File: src/rtl/alu_hw_driver.sv
// ALU stimulus driver: accepts transactions from a valid/ready stream and
// drives them onto the ALU input handshake after a per-transaction idle delay.
module alu_hw_driver #(
    parameter int DATA_WIDTH  = 8,
    parameter int DELAY_WIDTH = 8,
    parameter int CNT_WIDTH   = 32
) (
    input  logic                   CLK,
    input  logic                   RST,
    input  logic                   TX_VLD,
    output logic                   TX_RDY,
    input  logic [1:0]             TX_OP,
    input  logic [1:0]             TX_MOVI,
    input  logic [DATA_WIDTH-1:0]  TX_REG_A,
    input  logic [DATA_WIDTH-1:0]  TX_REG_B,
    input  logic [DATA_WIDTH-1:0]  TX_MEM,
    input  logic [DATA_WIDTH-1:0]  TX_IMM,
    input  logic [DELAY_WIDTH-1:0] TX_DELAY,
    output logic                   ACT,
    output logic [1:0]             OP,
    output logic [1:0]             MOVI,
    output logic [DATA_WIDTH-1:0]  REG_A,
    output logic [DATA_WIDTH-1:0]  REG_B,
    output logic [DATA_WIDTH-1:0]  MEM,
    output logic [DATA_WIDTH-1:0]  IMM,
    input  logic                   ALU_RDY,
    output logic                   BUSY,
    output logic [CNT_WIDTH-1:0]   TRANS_CNT
);

    typedef enum logic [1:0] {
        IDLE       = 2'd0,
        WAIT_DELAY = 2'd1,
        DRIVE      = 2'd2
    } state_t;

    state_t                 state, state_nx;
    logic [DELAY_WIDTH-1:0] dly, dly_nx;
    logic [CNT_WIDTH-1:0]   cnt_nx;
    logic [1:0]             op_nx, movi_nx;
    logic [DATA_WIDTH-1:0]  reg_a_nx, reg_b_nx, mem_nx, imm_nx;
    logic                   accept, xfer;

    assign ACT  = (state == DRIVE);
    assign BUSY = (state != IDLE);

    always_comb begin
        state_nx = state;
        dly_nx   = dly;
        cnt_nx   = TRANS_CNT;
        op_nx    = OP;
        movi_nx  = MOVI;
        reg_a_nx = REG_A;
        reg_b_nx = REG_B;
        mem_nx   = MEM;
        imm_nx   = IMM;
        TX_RDY   = 1'b0;
        xfer     = ACT && ALU_RDY;

        // In DRIVE a new transaction may ride on the transfer cycle
        unique case (state)
            IDLE:    TX_RDY = RST;
            DRIVE:   TX_RDY = RST && ALU_RDY;
            default: TX_RDY = 1'b0;
        endcase
        accept = TX_VLD && TX_RDY;

        if (xfer) begin
            cnt_nx   = TRANS_CNT + CNT_WIDTH'(1);
            state_nx = IDLE;
        end

        if (state == WAIT_DELAY) begin
            dly_nx = dly - DELAY_WIDTH'(1);
            if (dly == DELAY_WIDTH'(1))
                state_nx = DRIVE;
        end

        if (accept) begin
            op_nx    = TX_OP;
            movi_nx  = TX_MOVI;
            reg_a_nx = TX_REG_A;
            reg_b_nx = TX_REG_B;
            mem_nx   = TX_MEM;
            imm_nx   = TX_IMM;
            dly_nx   = TX_DELAY;
            state_nx = (TX_DELAY == '0) ? DRIVE : WAIT_DELAY;
        end
    end

    always_ff @(posedge CLK) begin
        if (!RST) begin
            state     <= IDLE;
            dly       <= '0;
            TRANS_CNT <= '0;
            OP        <= '0;
            MOVI      <= '0;
            REG_A     <= '0;
            REG_B     <= '0;
            MEM       <= '0;
            IMM       <= '0;
        end else begin
            state     <= state_nx;
            dly       <= dly_nx;
            TRANS_CNT <= cnt_nx;
            OP        <= op_nx;
            MOVI      <= movi_nx;
            REG_A     <= reg_a_nx;
            REG_B     <= reg_b_nx;
            MEM       <= mem_nx;
            IMM       <= imm_nx;
        end
    end

endmodule

File: config.mk
export PLATFORM = sky130hd
export DESIGN_NAME = alu_hw_driver
export DESIGN_NICKNAME = d
export VERILOG_FILES = /design/src/rtl/alu_hw_driver.sv
export SDC_FILE = /design/constraint.sdc
export NUM_CORES = 1
export LEC_CHECK = 0
export CAP_MARGIN = 20
export CORE_MARGIN = 2
export CORE_UTILIZATION = 41
export DETAILED_ROUTE_END_ITERATION = 10
export PLACE_DENSITY = 0.78
export SLEW_MARGIN = 25
export SYNTH_ARGS = -nofsm -noshare
export SYNTH_HDL_FRONTEND = slang
export SYNTH_SLANG_ARGS = --single-unit
File: constraint.sdc
create_clock -name CLK -period 1.8 [get_ports CLK]
set_input_delay 0.18 -clock CLK [delete_from_list [all_inputs] [get_ports CLK]]
set_output_delay 0.18 -clock CLK [all_outputs]
set_load 0.01 [all_outputs]
==> flow_summary.json <==
{
  "maxCapViolCount": 0,
  "path_max_fanout": 7,
  "p_switching_uw": 873,
  "min_period_over_period": 1.02,
  "layout_setup_ws_ns": -0.0348,
  "violations": "setup timing",
  "place_congestion": 0.864,
  "rrSetupSlack_ns": -0.03,
  "worst_slew_pin_slew_ns": 0.766,
  "die_h_um": 95.0,
  "pwr-share-seq": 0.510,
  "status": "complete, but fails checks",
  "yosysWarnings": 0,
  "switching_share": 0.245,
  "antenna_cells": 0,
  "avgSynthCellArea_um2": 8.08,
  "worstPathCellList": "ha_4 -> nand3_4 -> or4_4 -> or4_4 -> a21oi_2",
  "drt_pass1_iterations": 4,
  "max_stage_delay_ns": 0.58,
  "num_vias": 3578,
  "clk_latency_ns": 0.34,
  "pre_cts_ws_ns": -0.289,
  "coreArea_um2": 8130,
  "cts.clk_slew.worst_paths_ns": 0.08,
  "p_clk_frac": 0.348,
  "numPortBuffers": 118,
  "critical_path.endpoint_type": "register",
  "synth_top_area_frac": 0.460,
  "max_slew_margin": 0.489,
  "hold_viol_final": 0,
  "path_common_cell": "or4_4",
  "setup_violations": 7,
  "antenna_found_initial": 0,
  "fin_worst_skew_ns": 0.00741,
  "dieArea_um2": 9020,
  "syn_inst": 420,
  "die_w_um": 95.0,
  "finalWirelength_mm": 9.74,
  "grt_max_degree": 70,
  "synthTopCellsByArea": "dfxtp_1 (46%), nand2_1 (10%), a21oi_1 (9.3%)",
  "min_path_type": "in -> reg",
  "ios": 119,
  "worstSetupPathType": "reg -> reg",
  "synth-edff-count": 0,
  "post-dp-hpwl_mm": 6.79,
  "initial_core_util": 0.417,
  "synth_area_um2": 3390,
  "ys_seq_area_frac": 0.460,
  "synth.distinct_cells": 41,
  "async_flop_share": 0,
  "syn_nets": 471,
  "grt_pass1_wl_mm": 15.2,
  "crit_slowest_cell": "or4_4",
  "cts_num_sinks": 78,
  "synth_common_cells": "nand2_1 (93), dfxtp_1 (78), a21oi_1 (63)",
  "ys.flop_type": "dfxtp_1",
  "finalSetupTns_ns": -0.157,
  "fin_nets": 622,
  "arrival_ns": 2.10,
  "grt.overflow.total": 0,
  "drc": 0,
  "area_delta_synth_final_pct": 56.5,
  "critPathLaunchType": "register",
  "drive_gt1_frac": 0.168,
  "internal_power_mw": 2.69,
  "p_per_area_nw_per_um2": 671,
  "max_freq_ghz": 0.545,
  "clockBufferDepth": 2,
  "p_leak_nw": 1.89,
  "final_util": 0.653,
  "grt_use_total": 0.210,
  "ir_worst_vdd_uv": 440,
  "pwr-share-comb": 0.142,
  "cts-htree-levels": 3,
  "rows": 33,
  "crit_required_ns": 2.07,
  "cts-hold-fix-buffers": 0,
  "numCtsBuffers": 9,
  "synth_most_common_cell": "nand2_1",
  "grt_pass1_vias": 3371,
  "routed_via_density": 5.25,
  "synth_top_area_cell": "dfxtp_1",
  "cts_tree": "yes",
  "drtIter0Drc": 138,
  "min_period_ns": 1.83,
  "slew_viol_final": 0,
  "root_buffer": "clkbuf_8",
  "nFillCells": 677,
  "rsz0062_at_grt": "yes",
  "ant_nets": 0,
  "avgRoutedWirePerCell_um": 14.3,
  "synth_seq_cells": 78
}
-- final timing paths --
check	startpoint	end	cells past startpoint
worst max-delay path	TRANS_CNT[1]	TRANS_CNT[28]	5
worst max register to register	TRANS_CNT[1]	TRANS_CNT[28]	5
worst min register to register	REG_A[5]	REG_A[5]	2
worst min-delay path	TX_IMM[4]	IMM[4]	3
-- per-layer routing --
metal	routed length, um	up-vias	track usage	share of wire
li1	-	1782	-	-
met1	4050	1672	0.248	0.42
met2	4830	115	0.353	0.50
met3	757	9	0.0710	0.078
met4	110	0	0.0761	0.011
met5	0	-	0	0
-- logic make-up (layout without fill, tap and decap cells) --
logic type,after synthesis,count (layout),synth area share
AO/OA/AOI/OAI,94,94,0.156
XOR/XNOR,9,9,0.0232
flip-flops,78,78,0.460
adder cells (fa/ha/maj),3,3,0.0111
buffers and inverters,35,190,0.0413
multiplexers,7,7,0.0206
AND/OR/NAND/NOR,194,195,0.288
-- sequential cells by signal (all words and copies together) (netlist names) --
name,count
REG_B,8
TRANS_CNT,32
MEM,8
state,2
OP,2
REG_A,8
MOVI,2
IMM,8
dly,8
-- critical path, delay by kind of cell (launching register included) --
family                   cells  cell delay [ns]
AO/OA/AOI/OAI                1             0.15
adder cells (fa/ha/maj)      1             0.14
flip-flops                   1             0.36
AND/OR/NAND/NOR              3             1.11
-- through the flow --
step                      hold WS, ns  cells  total power, mW  area (um^2)
after global placement          0.440    661             2.35         5010
final                           0.385    681             3.56         5310
after floorplan                 0.316    420             2.08         3450
after detailed placement        0.447    661             2.36         5010
after CTS                       0.368    678             3.60         5200
after global routing            0.381    681             3.72         5310
-- layout make-up --
cell class,instances,area [um^2],area share
multi-input combinational,308,1820,0.342
sequential,78,1580,0.298
timing repair buffer,166,1570,0.295
clock buffer,11,131,0.0247
tap,105,131,0.0247
clock inverter,5,50.0,0.00943
inverter,8,30.0,0.00566
-- placed cells by master, fill, tap and decap left out, drive strengths merged, types with 5 or more instances in the layout --
cell	n
a21oi	63
nor3	8
o21ai	9
and4	6
dfxtp	78
buf	48
nand2	93
or4	13
nand4	9
clkbuf	11
nand2b	12
xnor2	5
nor4	7
clkdlybuf4s50	116
mux2i	7
or3	5
inv	8
nand3	10
nor2	17
o31ai	10
-- power by group through the flow --
stage	Combinational [mW]	Clock (mW)	Sequential, mW
3_3_place_gp	0.495	0	1.85
4_1_cts	0.505	1.28	1.82
6_report	0.505	1.24	1.82
5_1_grt	0.554	1.34	1.83
2_1_floorplan	0.208	0	1.87
3_5_place_dp	0.504	0	1.86
-- repair_timing --
item	4_1_cts	5_1_grt
gates resized for setup	3	21
pin swaps	0	13
gates cloned	0	1
setup endpoints to repair	7	11
buffers inserted	1	2
Power figures use the tool's default switching activity.
